==> src/rtl/ps2_kbd_rx_pkg.sv <==
// Shared definitions for the PS/2 keyboard receiver: scan-code prefixes,
// frame-state encoding, key-word bit positions and the parity helper.
package ps2_pkg;

    localparam logic [7:0] PS2_PFX_EXT = 8'hE0;
    localparam logic [7:0] PS2_PFX_BRK = 8'hF0;

    localparam int KEY_BRK = 9;
    localparam int KEY_EXT = 8;

    typedef enum logic [1:0] {
        ST_IDLE,
        ST_DATA,
        ST_PARITY,
        ST_STOP
    } frame_state_t;

    // Odd parity holds when data plus parity bit carry an odd number of ones
    function automatic logic odd_parity_ok(input logic [7:0] data, input logic par);
        return ^{data, par};
    endfunction

endpackage

==> src/rtl/ps2_kbd_rx_if.sv <==
// Key word bus between the PS/2 receiver (master) and the polling bus side (slave).
interface ps2_kbd_rx_if;
    logic       key_ack;
    logic [9:0] ps2kb_key;
    logic       key_valid;
    logic       key_pending;
    logic       overrun;
    logic       frame_err;

    modport master (
        input  key_ack,
        output ps2kb_key, key_valid, key_pending, overrun, frame_err
    );

    modport slave (
        output key_ack,
        input  ps2kb_key, key_valid, key_pending, overrun, frame_err
    );
endinterface

==> src/rtl/ps2_kbd_rx_line_filter.sv <==
// Per-line input conditioning: two-flop synchroniser followed by a stability
// filter. The filtered level only follows the line once it has held a new
// value for FILTER_LEN consecutive clocks; it comes out of reset at the idle
// bus level of 1.
module ps2_line_filter #(
    parameter int FILTER_LEN = 8
) (
    input  logic clk,
    input  logic rst,
    input  logic line_in,
    output logic line_out
);
    localparam int CW = (FILTER_LEN > 1) ? $clog2(FILTER_LEN) : 1;

    logic          sync1;
    logic          sync2;
    logic [CW-1:0] cnt;

    // Bring the asynchronous pin into the clk domain
    always_ff @(posedge clk or negedge rst) begin
        if (!rst) begin
            sync1 <= 1'b1;
            sync2 <= 1'b1;
        end else begin
            sync1 <= line_in;
            sync2 <= sync1;
        end
    end

    // Count consecutive cycles of disagreement; adopt the new level when long enough
    always_ff @(posedge clk or negedge rst) begin
        if (!rst) begin
            line_out <= 1'b1;
            cnt      <= '0;
        end else if (sync2 == line_out) begin
            cnt <= '0;
        end else if (cnt == CW'(FILTER_LEN - 1)) begin
            line_out <= sync2;
            cnt      <= '0;
        end else begin
            cnt <= cnt + CW'(1);
        end
    end
endmodule

==> src/rtl/ps2_kbd_rx.sv <==
// PS/2 keyboard receiver: conditions both PS/2 lines, deframes 11-bit frames,
// folds E0/F0 prefixes into a 10-bit key word {break, extended, scan} and
// keeps a pending flag for a polling bus master.
// Optional build macro PS2_TYPEMATIC_FILTER_EN: suppress repeated make codes
// of the last pressed key until its break code arrives.
module ps2_kbd_rx
    import ps2_pkg::*;
#(
    parameter int FILTER_LEN     = 8,
    parameter int TIMEOUT_CYCLES = 100000
) (
    input  logic            clk,
    input  logic            rst,
    input  logic            ps2_clk,
    input  logic            ps2_data,
    ps2_kbd_rx_if.master    kb
);
    localparam int TW = $clog2(TIMEOUT_CYCLES + 1);

    logic          clk_f;
    logic          data_f;
    logic          clk_f_d;
    logic          fall;
    frame_state_t  state;
    frame_state_t  state_next;
    logic [2:0]    bit_cnt;
    logic [7:0]    shift;
    logic          par_err;
    logic [TW-1:0] timer;
    logic          accept;
    logic          err_c;
    logic          ext;
    logic          brk;
    logic          is_pfx;
    logic          drop;
    logic          emit;
    logic [9:0]    word;

    ps2_line_filter #(.FILTER_LEN(FILTER_LEN)) u_clk_filt (
        .clk(clk), .rst(rst), .line_in(ps2_clk), .line_out(clk_f)
    );

    ps2_line_filter #(.FILTER_LEN(FILTER_LEN)) u_data_filt (
        .clk(clk), .rst(rst), .line_in(ps2_data), .line_out(data_f)
    );

    assign fall = clk_f_d & ~clk_f;

    // Delayed copy of the filtered PS/2 clock for falling-edge detection
    always_ff @(posedge clk or negedge rst) begin
        if (!rst) clk_f_d <= 1'b1;
        else      clk_f_d <= clk_f;
    end

    // Frame state register
    always_ff @(posedge clk or negedge rst) begin
        if (!rst) state <= ST_IDLE;
        else      state <= state_next;
    end

    // Frame sequencing: one step per PS/2 clock fall, abort on a stalled frame
    always_comb begin
        state_next = state;
        accept     = 1'b0;
        err_c      = 1'b0;
        if (fall) begin
            case (state)
                ST_IDLE: begin
                    if (!data_f) state_next = ST_DATA;
                    else         err_c      = 1'b1;
                end
                ST_DATA: begin
                    if (bit_cnt == 3'd7) state_next = ST_PARITY;
                end
                ST_PARITY: state_next = ST_STOP;
                ST_STOP: begin
                    state_next = ST_IDLE;
                    if (data_f && !par_err) accept = 1'b1;
                    else                    err_c  = 1'b1;
                end
                default: state_next = ST_IDLE;
            endcase
        end else if (state != ST_IDLE && timer == TW'(TIMEOUT_CYCLES - 1)) begin
            state_next = ST_IDLE;
            err_c      = 1'b1;
        end
    end

    // Bit counter, LSB-first shift register and latched parity result
    always_ff @(posedge clk or negedge rst) begin
        if (!rst) begin
            bit_cnt <= '0;
            shift   <= '0;
            par_err <= 1'b0;
        end else if (fall) begin
            case (state)
                ST_IDLE: begin
                    bit_cnt <= '0;
                    par_err <= 1'b0;
                end
                ST_DATA: begin
                    shift   <= {data_f, shift[7:1]};
                    bit_cnt <= bit_cnt + 3'd1;
                end
                ST_PARITY: par_err <= !odd_parity_ok(shift, data_f);
                default: ;
            endcase
        end
    end

    // Cycles since the last PS/2 clock fall while a frame is in progress
    always_ff @(posedge clk or negedge rst) begin
        if (!rst)                          timer <= '0;
        else if (state == ST_IDLE || fall) timer <= '0;
        else                               timer <= timer + TW'(1);
    end

`ifdef PS2_TYPEMATIC_FILTER_EN
    logic [8:0] last_make;
    logic       last_vld;

    // Remember the last make word so auto-repeats can be swallowed
    always_ff @(posedge clk or negedge rst) begin
        if (!rst) begin
            last_make <= '0;
            last_vld  <= 1'b0;
        end else if (err_c) begin
            last_vld <= 1'b0;
        end else if (accept && !is_pfx) begin
            if (brk) begin
                if (last_vld && last_make == {ext, shift}) last_vld <= 1'b0;
            end else begin
                last_make <= {ext, shift};
                last_vld  <= 1'b1;
            end
        end
    end

    assign drop = !brk && last_vld && (last_make == {ext, shift});
`else
    assign drop = 1'b0;
`endif

    // Decide whether an accepted byte becomes a new key word
    always_comb begin
        word          = '0;
        word[KEY_BRK] = brk;
        word[KEY_EXT] = ext;
        word[7:0]     = shift;
        is_pfx        = (shift == PS2_PFX_EXT) || (shift == PS2_PFX_BRK);
        emit          = accept && !is_pfx && !drop;
    end

    // Prefix tracking and registered key / status outputs
    always_ff @(posedge clk or negedge rst) begin
        if (!rst) begin
            ext          <= 1'b0;
            brk          <= 1'b0;
            kb.ps2kb_key <= '0;
            kb.key_valid <= 1'b0;
            kb.overrun   <= 1'b0;
            kb.frame_err <= 1'b0;
        end else begin
            kb.key_valid <= emit;
            kb.overrun   <= emit && kb.key_pending && !kb.key_ack;
            kb.frame_err <= err_c;
            if (err_c) begin
                ext <= 1'b0;
                brk <= 1'b0;
            end else if (accept) begin
                if (shift == PS2_PFX_EXT) begin
                    ext <= 1'b1;
                end else if (shift == PS2_PFX_BRK) begin
                    brk <= 1'b1;
                end else begin
                    ext <= 1'b0;
                    brk <= 1'b0;
                end
            end
            if (emit) kb.ps2kb_key <= word;
        end
    end

    // Sticky pending flag; a new key wins over a simultaneous acknowledge
    always_ff @(posedge clk or negedge rst) begin
        if (!rst)                kb.key_pending <= 1'b0;
        else if (kb.key_valid)   kb.key_pending <= 1'b1;
        else if (kb.key_ack)     kb.key_pending <= 1'b0;
    end
endmodule

==> src/flat_wrapper.sv <==
// flat-port wrapper written by rule: the top's interface ports become plain ports
module ps2_kbd_rx_flat import ps2_pkg::*;
#(
    parameter int FILTER_LEN     = 8,
    parameter int TIMEOUT_CYCLES = 100000
)
  (clk, rst, ps2_clk, ps2_data, kb_key_ack, kb_ps2kb_key, kb_key_valid, kb_key_pending, kb_overrun, kb_frame_err);
  ps2_kbd_rx_if kb_i ();
  input  logic clk;
  input  logic rst;
  input  logic ps2_clk;
  input  logic ps2_data;
  input wire logic [$bits(kb_i.key_ack)-1:0] kb_key_ack;
  output wire logic [$bits(kb_i.ps2kb_key)-1:0] kb_ps2kb_key;
  output wire logic [$bits(kb_i.key_valid)-1:0] kb_key_valid;
  output wire logic [$bits(kb_i.key_pending)-1:0] kb_key_pending;
  output wire logic [$bits(kb_i.overrun)-1:0] kb_overrun;
  output wire logic [$bits(kb_i.frame_err)-1:0] kb_frame_err;
  assign kb_i.key_ack = kb_key_ack;
  assign kb_ps2kb_key = kb_i.ps2kb_key;
  assign kb_key_valid = kb_i.key_valid;
  assign kb_key_pending = kb_i.key_pending;
  assign kb_overrun = kb_i.overrun;
  assign kb_frame_err = kb_i.frame_err;
  ps2_kbd_rx #(.FILTER_LEN(FILTER_LEN), .TIMEOUT_CYCLES(TIMEOUT_CYCLES)) u_core (.clk(clk), .rst(rst), .ps2_clk(ps2_clk), .ps2_data(ps2_data), .kb(kb_i));
endmodule
==> config.mk <==
export PLATFORM = sky130hd
export DESIGN_NAME = ps2_kbd_rx_flat
export DESIGN_NICKNAME = d
export VERILOG_FILES = /design/src/rtl/ps2_kbd_rx_pkg.sv /design/src/rtl/ps2_kbd_rx_if.sv /design/src/rtl/ps2_kbd_rx_line_filter.sv /design/src/rtl/ps2_kbd_rx.sv /design/src/flat_wrapper.sv
export SDC_FILE = /design/constraint.sdc
export NUM_CORES = 1
export LEC_CHECK = 0
export ABC_AREA = 1
export CORE_AREA = 2 2 94 78
export DETAILED_ROUTE_END_ITERATION = 7
export DIE_AREA = 0 0 96 80
export GPL_TIMING_DRIVEN = 0
export PLACE_DENSITY_LB_ADDON = 0.05
export SYNTH_ARGS = -nofsm -noshare
export SYNTH_HDL_FRONTEND = slang
export SYNTH_SLANG_ARGS = --single-unit
==> constraint.sdc <==
create_clock -name clk -period 2 [get_ports clk]
set_input_delay 0.3 -clock clk [delete_from_list [all_inputs] [get_ports clk]]
set_output_delay 0.3 -clock clk [all_outputs]
set_load 0.005 [all_outputs]
### Yosys cells after proc, flatten, opt, wreduce, memory -nomap -nowiden

Cells that the tools add are included.

* register bits: 60
* bits of input ports: 5
* output and inout bits: 14
* word-level logic and storage cells: 101

* $add $sub $neg: 4
* eq/ne operators: 15
* mux-type cells: 30
* bitwise logic cells: 4
* reductions and logical operators: 27

Operator list (count)
* adder 17 x 1 -> 17 bit, second input constant: 1
* equality test 17 bit, second input constant: 1
* two-way mux 1 bit: 17
* two-way mux 17 bit: 1
* equality test 8 bit, second input constant: 2
* AND reduction 2 bit: 7
* two-way mux 3 bit: 4
* nonzero test 2 bit: 6
* adder 3 x 1 -> 3 bit, second input constant: 3
* equality test 3 bit, second input constant: 3
* XOR reduction 9 bit: 1
* two-way mux 2 bit: 4
* one-hot mux 2 bit (4 select lines): 1
* inequality test 3 bit, second input constant: 2
* one-hot mux 3 bit (2 select lines): 1
* logical AND 1 bit: 5
* equality test 2 bit, second input constant: 2
* logical NOT 1 bit: 4
* one-hot mux 1 bit (2 select lines): 2
* inequality test 3 x 1 -> 1 bit, second input constant: 1
* NOT 1 bit: 3
* AND reduction 3 bit: 1
* equality test 1 bit: 2
* equality test 2 x 1 -> 1 bit, second input constant: 1
* 4 further kinds: 5

### Depth between registers and ports, before layout

Gate-level depths: netlist of the first run.

* depth after elaboration: 8
* gate-level depth with buffers: 10
* gate-level depth less buffers: 10

### Cells and area by module

Synthesis of the first run repeated with hierarchy kept, for this count alone.

* cell total of the unflattened synthesis: 339
* area, all modules: 2936.6 um2

Modules (own cells, without submodules)
* ps2_kbd_rx: times used 1, cells an instance 297, area each 2473.6 um2, sequential area each 1202.4 um2
* ps2_line_filter: times used 2, cells an instance 21, area each 231.5 um2, sequential area each 153.9 um2

### Least setup slack after synthesis of the first run

No wires, ideal clock.

* kind: register to register
* from: register u_core.state[0]
* to: register u_core.ext
* library setup time: 0.125 ns
* arrival time: 1.285 ns
* data required time: 1.875 ns
* setup slack: 0.590 ns
* stages on the path, launching flop included: 11
* path buffers: 0
* period minus slack after synthesis: 1.410 ns
* path through: dfrtp_1 inv_1 ha_1 nor2_1 nand3_1 nor2_1 nand3_2 nand3_2 inv_1 nand2_1 nand2_1

* cells in the longest elaborated chain, start to end: 6
* elaborated cells between the ends (all ways): 13
* classes of those cells: 2 x eq/ne; 6 x mux; 5 x reduce/logical

RTL lines
* from (decl): line ps2_kbd_rx.sv:24 `frame_state_t state;`
* from (signal assigned): line ps2_kbd_rx.sv:58 `else state <= state_next;`
* branches (longest 6 deep; another with inequality test 3 x 1 -> 1 bit)
* to (signal assigned): line ps2_kbd_rx.sv:157 `ext <= 1'b0;`
* to (signal assigned): line ps2_kbd_rx.sv:168 `ext <= 1'b0;`
* to (signal assigned): line ps2_kbd_rx.sv:172 `ext <= 1'b1;`
* to (decl): line ps2_kbd_rx.sv:32 `logic ext;`

Parallel ways; which one is timed is not known.
A chain may end at the register's enable or synchronous reset.

### Final worst setup path of the first run

* from: register u_core.state[0]
* to: register u_core.brk

* cells in the longest elaborated chain, start to end: 6
* elaborated cells between the ends (all ways): 13
* classes of those cells: 2 x eq/ne; 6 x mux; 5 x reduce/logical

RTL lines
* branches (longest 6 deep; another with equality test 2 bit)
* to (signal assigned): line ps2_kbd_rx.sv:158 `brk <= 1'b0;`
* to (signal assigned): line ps2_kbd_rx.sv:169 `brk <= 1'b0;`
* to (signal assigned): line ps2_kbd_rx.sv:174 `brk <= 1'b1;`
* to (decl): line ps2_kbd_rx.sv:33 `logic brk;`

Parallel ways; which one is timed is not known.

==> impl_metrics.yaml, run 1 <==
layout:
  design_area_um2: 3430
  seq_area_um2: 1510
  fill_cells: 646
  nets: 381
  layoutNonFillerInstCount: 457
  antenna_cells: 0
  area_delta_synth_final_pct: 17.7
  layout-drive-gt1-share_pct: 16.5
  multiInputGateArea_um2: 1220
detailed_routing:
  wl_met1_mm: 3.07
  routed_wl_mm: 5.67
  vias: 2214
  wl_per_cell_um: 12.4
  firstDrtPassIters: 4
  top_layer: "met4"
  met3_length_um: 207
  wl_met2_mm: 2.31
  drc_errors: 0
  ant_nets: 0
  drt_iter0_drc: 109
  post_drt_via_cell_ratio: 4.84
sta:
  rsz0062_at_grt: "false"
  max_freq_mhz: 594
  max_slew.worst_pin.slew_ps: 575
  finalSetupViolations: 0
  slew_headroom_pct: 61.7
  maxSlewViolCount: 0
  setup_slack_ps: 317
  hold_viol_final: 0
  fin_crit_sh_pct: 84.2
  fin_crit_ps: 1680
  skew_ps: 3.48
logic_synthesis:
  synth_edf_count: 0
  synthTopCellsByArea: "dfrtp_1 (46%), nand2_1 (11%), dfstp_2 (6.3%), ha_1 (4.7%), inv_1 (4.5%)"
  synth_top_area_share_pct: 45.5
  synthFlopType: "dfrtp_1"
  synthArstFlopShare_pct: 100
  ys_types: 34
  syn_inst: 334
  yosysTopAreaCell: "dfrtp_1"
  synth_seq_cells: 60
  avgSynthCellArea_um2: 8.72
  ys.warnings.count: 0
  syn_area_um2: 2910
  ys_seq_area_share_pct: 51.8
  syn_nets: 350
global_routing:
  grt_usage_pct: 17.3
  grt_pass1_vias: 2063
  overflow: 0
  antenna_found_initial: 0
  grt_max_degree: 37
  grt_pass1_wl_mm: 9.90
clocking:
  clk_pin_slew_ps: 70
  cts.sinks: 60
  cts-root-buf: "clkbuf_8"
  clk_path_buf_depth: 2
  cts_tree: "built"
  cts_setup_buffers: 0
  cts_made_buffers: 9
  clock_latency_ps: 340
  htreeDepth: 3
floorplanning:
  dieHeight_um: 80
  initial_core_util_pct: 43.3
  fp-row-count: 27
  ios: 19
  core_um2: 6720
  die-area_um2: 7680
  die_w_um: 96
place:
  placed_cells: 440
  port-buffer-count: 18
  dp_hpwl_mm: 4.00
  gp_congestion: 0.793
  dpl_worst_slack_ps: 310
  placed_cell_area_um2: 3220
power_and_ir_drop:
  leakage_nw: 1.59
  vdd_drop_max_v: 0.000483
  pwr_density_cell_nw_per_um2: 911
worst_setup_path:
  startpoint_type: "flip-flop"
  reg2reg_slack_ps: 320
  cp_data_required_time_ps: 2240
  r2r_cells: 10
  endpoint_kind: "flip-flop"
  path_class: "flip-flop to flip-flop"
  cp.arrival_ps: 1920
  cp_max_fo: 8
status:
  status: "complete, no violations"
job:
  cap_violations: 0
hold_path:
  whs_path_depth: 0
  hold_class: "flip-flop to flip-flop"
cells in the final DEF (no fill, tap or decap), drive strengths merged, types with 2 or more instances in the layout:
cell type	netlist	layout
o211ai	3	3
nor2	36	36
dfrtp	53	53
nand2	91	91
xnor2	3	3
o21ai	33	33
dfstp	7	7
clkdlybuf4s50	0	17
clkbuf	1	13
clkinv	0	2
a21oi	9	9
inv	41	41
ha	11	11
nor3	9	9
nand3	20	20
nand4	5	5
buf	4	6
logic make-up after synthesis:
logic type,share of synthesized area (%)
and+or+nand+nor,26.8
xor gates and xnor gates,1.20
buffers and inverters,6.44
DFF,51.8
adders and majority gates,4.72
AOI/OAI and AO/OA,9.02
final timing paths:
kind                                         startpoint                          end
min in group asynchronous                           rst     u_core.u_clk_filt.cnt[2]
worst min-delay path            u_core.u_clk_filt.sync1      u_core.u_clk_filt.sync2
max in group asynchronous                           rst  u_core.u_data_filt.line_out
worst min register to register  u_core.u_clk_filt.sync1      u_core.u_clk_filt.sync2
worst max register to register          u_core.state[0]                   u_core.brk
worst max-delay path                    u_core.state[0]                   u_core.brk
cell usage after synthesis, types with 2 or more instances:
cell	n
a21oi_1	9
buf_2	2
dfrtp_1	53
dfstp_2	7
ha_1	11
inv_1	35
inv_2	6
nand2_1	86
nand2_2	4
nand3_1	14
nand3_2	6
nand4_1	4
nor2_1	25
nor2_2	8
nor2_4	3
nor3_1	7
nor3_2	2
o211ai_1	3
o21ai_0	22
o21ai_1	11
xnor2_1	3
final cells by class:
class                      count  area share [%]
sequential                    60            44.0
multi-input combinational    228            35.4
timing repair buffer          20            5.98
clock buffer                  12            4.52
inverter                      41            4.49
tap                           87            3.17
clock inverter                 4            1.39
buffer                         5           0.985
per-layer routing:
| metal | GRT usage, % | up-vias |
|---|---|---|
| li1 | - | 1141 |
| met1 | 25.6 | 1027 |
| met2 | 22.8 | 37 |
| met3 | 5.67 | 9 |
| met4 | 6.86 | 0 |
| met5 | 0 | - |
critical path: stages, from the launching register on:
cell and delay (ps):
dfrtp_1 400, inv_1 80, ha_1 270, nor2_1 130, nand3_1 70, nor2_1 150, nand3_2 200, nand3_1 130
nand2_1 60, nand2_1 50, nand2_1 40
metrics by stage:
step / power, mW / setup TNS (ps) / util (%) / hold WS, ps
6_report: 3.12 / 0 / 51.0 / 355
5_1_grt: 3.33 / 0 / 51.0 / 353
4_1_cts: 3.17 / 0 / 51.0 / 346
3_5_place_dp: 2.03 / 0 / 47.9 / 342
3_3_place_gp: 2.02 / -77840 / 47.6 / 346
2_1_floorplan: 1.86 / 0 / - / 4.41
where the power goes:
part           switching [mW]  leakage (nW)  total [mW]  internal, mW
combinational           0.374         0.678       0.568         0.194
sequential             0.0874         0.808        1.43          1.34
clock                   0.487         0.102        1.13         0.639
total                   0.949          1.59        3.12          2.17
flip-flops by register name, indices dropped and copies added, names as in the netlist, 2 cells and up:
register,cells
u_core.u_clk_filt.cnt,3
u_core.state,2
u_core.u_data_filt.cnt,3
u_core.bit_cnt,3
u_core.timer,17
u_core.shift,8
u_core.kb.ps2kb_key,10
what timing repair did:
action                    4_1_cts  5_1_grt
hold buffers                    1        0
hold endpoints to repair       23        0
gates resized for setup         0        0
No activity file was read; power rests on OpenSTA's default activity.
==> inputs of run 2 (changes only) <==
- clock period: 2 -> 1.7 ns (I/O delays scaled with it)
==> impl_metrics.yaml, run 2 (synthesized netlist as in run 1, its figures left out) <==
sta:
  rsz0062_at_grt: "false"
  fin_crit_ps: 1550
  hold_viol_final: 0
  finalSetupViolations: 0
  skew_ps: 4.46
  max_slew.worst_pin.slew_ps: 577
  setup_tns_ps: 0
  slew_headroom_pct: 61.5
  maxSlewViolCount: 0
  max_freq_mhz: 646
  fin_crit_sh_pct: 91.1
  holdWs_ps: 316
floorplanning:
  die_w_um: 96
  fp-row-count: 27
  core_um2: 6720
  dieHeight_um: 80
  initial_core_util_pct: 43.3
  die-area_um2: 7680
  ios: 19
clocking:
  clk_path_buf_depth: 2
  cts.sinks: 60
  cts_made_buffers: 9
  cts_tree: "built"
  clock_latency_ps: 340
  cts-root-buf: "clkbuf_8"
  clk_pin_slew_ps: 70
  htreeDepth: 3
layout:
  largestRegisters: "u_core.timer x17, u_core.kb.ps2kb_key x10, u_core.shift x8"
  antenna_cells: 0
  largest_reg_flops: 17
  fill_cells: 644
  nets: 384
  final_cell_mix: "nand2_1 (86), dfrtp_1 (53), inv_1 (35)"
  regMostFlops: "u_core.timer"
  area_delta_synth_final_pct: 19.4
  layoutNonFillerInstCount: 460
  layout-drive-gt1-share_pct: 18.0
  final_common_cell: "nand2_1"
hold_path:
  hold_end: "u_core.u_clk_filt.sync1"
  min_from: "ps2_clk"
  hold_class: "input port to flip-flop"
  whs_path_depth: 1
job:
  cap_violations: 0
worst_setup_path:
  reg2reg_slack_ps: 150
  rr_startpoint: "u_core.clk_f_d"
  r2r_cells: 6
  cp_data_required_time_ps: 1920
  endpoint_kind: "flip-flop"
  startpoint_type: "flip-flop"
  cp.arrival_ps: 1770
  cp_max_fo: 10
  reg2reg_to: "u_core.shift[6]"
  crit_path_start: "u_core.clk_f_d"
  path_class: "flip-flop to flip-flop"
global_routing:
  grt_pass1_wl_mm: 9.90
  antenna_found_initial: 0
  grt_max_degree: 37
  grt_pass1_vias: 2063
  overflow: 0
  grt_usage_pct: 17.3
power_and_ir_drop:
  vdd_drop_max_v: 0.000587
  leakage_nw: 1.61
  power_mw: 3.73
  pwr_density_cell_nw_per_um2: 1070
status:
  status: "complete, no violations"
detailed_routing:
  drc_errors: 0
  ant_nets: 0
  wl_per_cell_um: 12.4
  routed_wl_mm: 5.71
  post_drt_via_cell_ratio: 4.85
  vias: 2231
  firstDrtPassIters: 5
  drt_iter0_drc: 118
place:
  dp_hpwl_mm: 4.00
  port-buffer-count: 18
  placed_cells: 440
  gp_congestion: 0.793
==> run 2: what timing repair did <==
| item | 4_1_cts | 5_1_grt |
|---|---|---|
| pin swaps | 1 | 2 |
| resized for setup | 1 | 4 |
| cloned | 0 | 0 |
| hold buffers | 1 | 0 |
| endpoints found under the setup margin | 1 | 4 |
| hold endpoints to repair | 23 | 0 |
| setup buffers | 0 | 3 |
==> run 2: power breakdown <==
group	internal (mW)	switching [mW]	total, mW
Combinational	0.269	0.456	0.725
Clock	0.752	0.571	1.32
Sequential	1.58	0.101	1.68
Total	2.60	1.13	3.73
==> run 2: worst max-delay path by stage <==
stage	end	slack (ps)	cells after the start
floorplan	u_core.ext	290	10
global placement	u_core.u_data_filt.cnt[1]	-1640	1
detailed placement	u_core.brk	10	10
CTS	u_core.brk	30	10
global route	u_core.ext	6	10
finish	u_core.shift[6]	150	6
==> run 2: layout make-up <==
cell class	count	area (um^2)	area share [%]
Buffer	5	33.8	0.971
Clock buffer	12	155	4.46
Clock inverter	4	47.5	1.37
Inverter	41	154	4.42
Multi-Input combinational cell	228	1240	35.7
Sequential cell	60	1510	43.4
Tap cell	87	109	3.13
Timing Repair Buffer	23	228	6.55
==> run 2: per-stage QoR <==
stage               setup slack (ps)  cell area, um^2  utilization (%)
floorplan                        290             2910                -
global placement               -1640             3200             47.6
detailed placement              10.2             3220             47.9
CTS                             29.6             3430             51.1
global route                    5.67             3480             51.7
finish                           152             3480             51.7
==> run 2: critical path, cell delays in order, from the launching register on <==
cell and delay [ps]:
dfstp_2 540, inv_1 60, nor2_4 290, nand2_4 150, clkbuf_2 230, nand2_1 90, o21ai_0 70
==> run 2: metal layers <==
| metal | global-route usage [%] | vias up | routed length [um] |
|---|---|---|---|
| li1 | - | 1149 | - |
| met1 | 25.6 | 1037 | 3010 |
| met2 | 22.8 | 36 | 2370 |
| met3 | 5.67 | 9 | 250 |
| met4 | 6.86 | 0 | 89 |
| met5 | 0 | - | 0 |
==> inputs of run 3 (changes only) <==
- MAX_ROUTING_LAYER: unset -> met4
==> impl_metrics.yaml, run 3 (synthesized netlist as in run 1, its figures left out) <==
worst_setup_path:
  cp_max_fo: 10
  slowest_delay_ps: 540
  r2r_cells: 6
  path_depth: 6
  reg2reg_to: "u_core.shift[6]"
  startpoint_type: "flip-flop"
  reg2reg_slack_ps: 160
  cp_data_required_time_ps: 1930
  crit_path_top_delay_cell: "dfstp_2"
  cp.arrival_ps: 1770
  endpoint_kind: "flip-flop"
  critPathTopFamily: "flip-flops"
  rr_startpoint: "u_core.clk_f_d"
  cp_num_buf_inv: 2
  path_class: "flip-flop to flip-flop"
  cp_cell_sequence: "inv_1, nor2_4, nand2_4, clkbuf_2, nand2_1, o21ai_0"
  endpoint: "u_core.shift[6]"
  crit_path_start: "u_core.clk_f_d"
clocking:
  clk_pin_slew_ps: 70
  cts-root-buf: "clkbuf_8"
  htreeDepth: 3
  clk_path_buf_depth: 2
  cts_made_buffers: 9
  cts.sinks: 60
  cts_tree: "built"
  clock_latency_ps: 340
hold_path:
  hold_class: "input port to flip-flop"
sta:
  holdWs_ps: 313
  hold_viol_final: 0
  maxSlewViolCount: 0
  setup_tns_ps: 0
  fin_crit_ps: 1540
  fin_crit_sh_pct: 90.8
  skew_ps: 4.66
  finalSetupViolations: 0
  slew_headroom_pct: 61.7
  max_freq_mhz: 648
  max_slew.worst_pin.slew_ps: 575
  rsz0062_at_grt: "false"
layout:
  area_delta_synth_final_pct: 19.4
  largest_reg_flops: 17
  regMostFlops: "u_core.timer"
  design_area_um2: 3480
  antenna_cells: 0
  final_common_cell: "nand2_1"
  largestRegisters: "u_core.timer x17, u_core.kb.ps2kb_key x10, u_core.shift x8"
  nets: 384
  layoutNonFillerInstCount: 460
  layout-drive-gt1-share_pct: 18.0
  final_cell_mix: "nand2_1 (86), dfrtp_1 (53), inv_1 (35)"
  finish.utilization_pct: 51.7
status:
  status: "complete, no violations"
floorplanning:
  core_um2: 6720
  fp-row-count: 27
  dieHeight_um: 80
  ios: 19
  initial_core_util_pct: 43.3
  die_w_um: 96
  die-area_um2: 7680
detailed_routing:
  ant_nets: 0
  drt_iter0_drc: 118
  post_drt_via_cell_ratio: 4.84
  firstDrtPassIters: 4
  vias: 2226
  routed_wl_mm: 5.71
  drc_errors: 0
  wl_per_cell_um: 12.4
global_routing:
  overflow: 0
  grt_pass1_vias: 2072
  grt_pass1_wl_mm: 9.89
  antenna_found_initial: 0
  grt_max_degree: 37
  grt_usage_pct: 17.8
place:
  placed_cells: 440
  dp_hpwl_mm: 4.00
  placed_cell_area_um2: 3220
  port-buffer-count: 18
  gp_congestion: 0.804
job:
  cap_violations: 0
power_and_ir_drop:
  pwr_density_cell_nw_per_um2: 1070
  leakage_nw: 1.61
  vdd_drop_max_v: 0.000592
run 3: power by group:
| group | internal, mW | total, mW | switching, mW |
|---|---|---|---|
| clock | 0.752 | 1.33 | 0.576 |
| combinational | 0.269 | 0.728 | 0.458 |
| sequential | 1.58 | 1.68 | 0.102 |
run 3: worst min-delay path by stage:
stage,from,endpoint,slack [ps],depth (start not counted)
global route,ps2_clk,u_core.u_clk_filt.sync1,310,1
finish,ps2_clk,u_core.u_clk_filt.sync1,310,1
CTS,ps2_clk,u_core.u_clk_filt.sync1,300,1
global placement,u_core.u_data_filt.sync1,u_core.u_data_filt.sync2,350,0
detailed placement,rst,u_core.u_clk_filt.cnt[2],300,1
floorplan,rst,u_core.bit_cnt[0],-40,0
run 3: through the flow:
step | power (mW) | worst slack, ps
finish | 3.74 | 156
global route | 3.97 | 5.67
CTS | 3.74 | 29.6
detailed placement | 2.39 | 10.2
global placement | 2.38 | -1640
floorplan | 2.18 | 290
run 3: final cells by class:
type	instances	area (um^2)
fillers	644	3240
flip-flops and latches	60	1510
multi-input cells	228	1240
repair buffers	23	228
clock buffers	12	155
inverters	41	154
well taps	87	109
clock inverters	4	47.5
plain buffers	5	33.8
run 3: routing by layer:
metal,track usage [%],vias up,share of wire (%)
met5,-,-,0
met4,8.14,0,1.4
met3,5.10,8,4.0
met2,22.8,33,41
met1,25.6,1036,53
li1,-,1149,-
run 3: repair_timing:
item | 4_1_cts | 5_1_grt
setup buffers | 0 | 3
resized for setup | 1 | 4
hold endpoints to repair | 23 | 0
hold buffers | 1 | 0
pin swaps | 1 | 2
setup endpoints to repair | 1 | 4
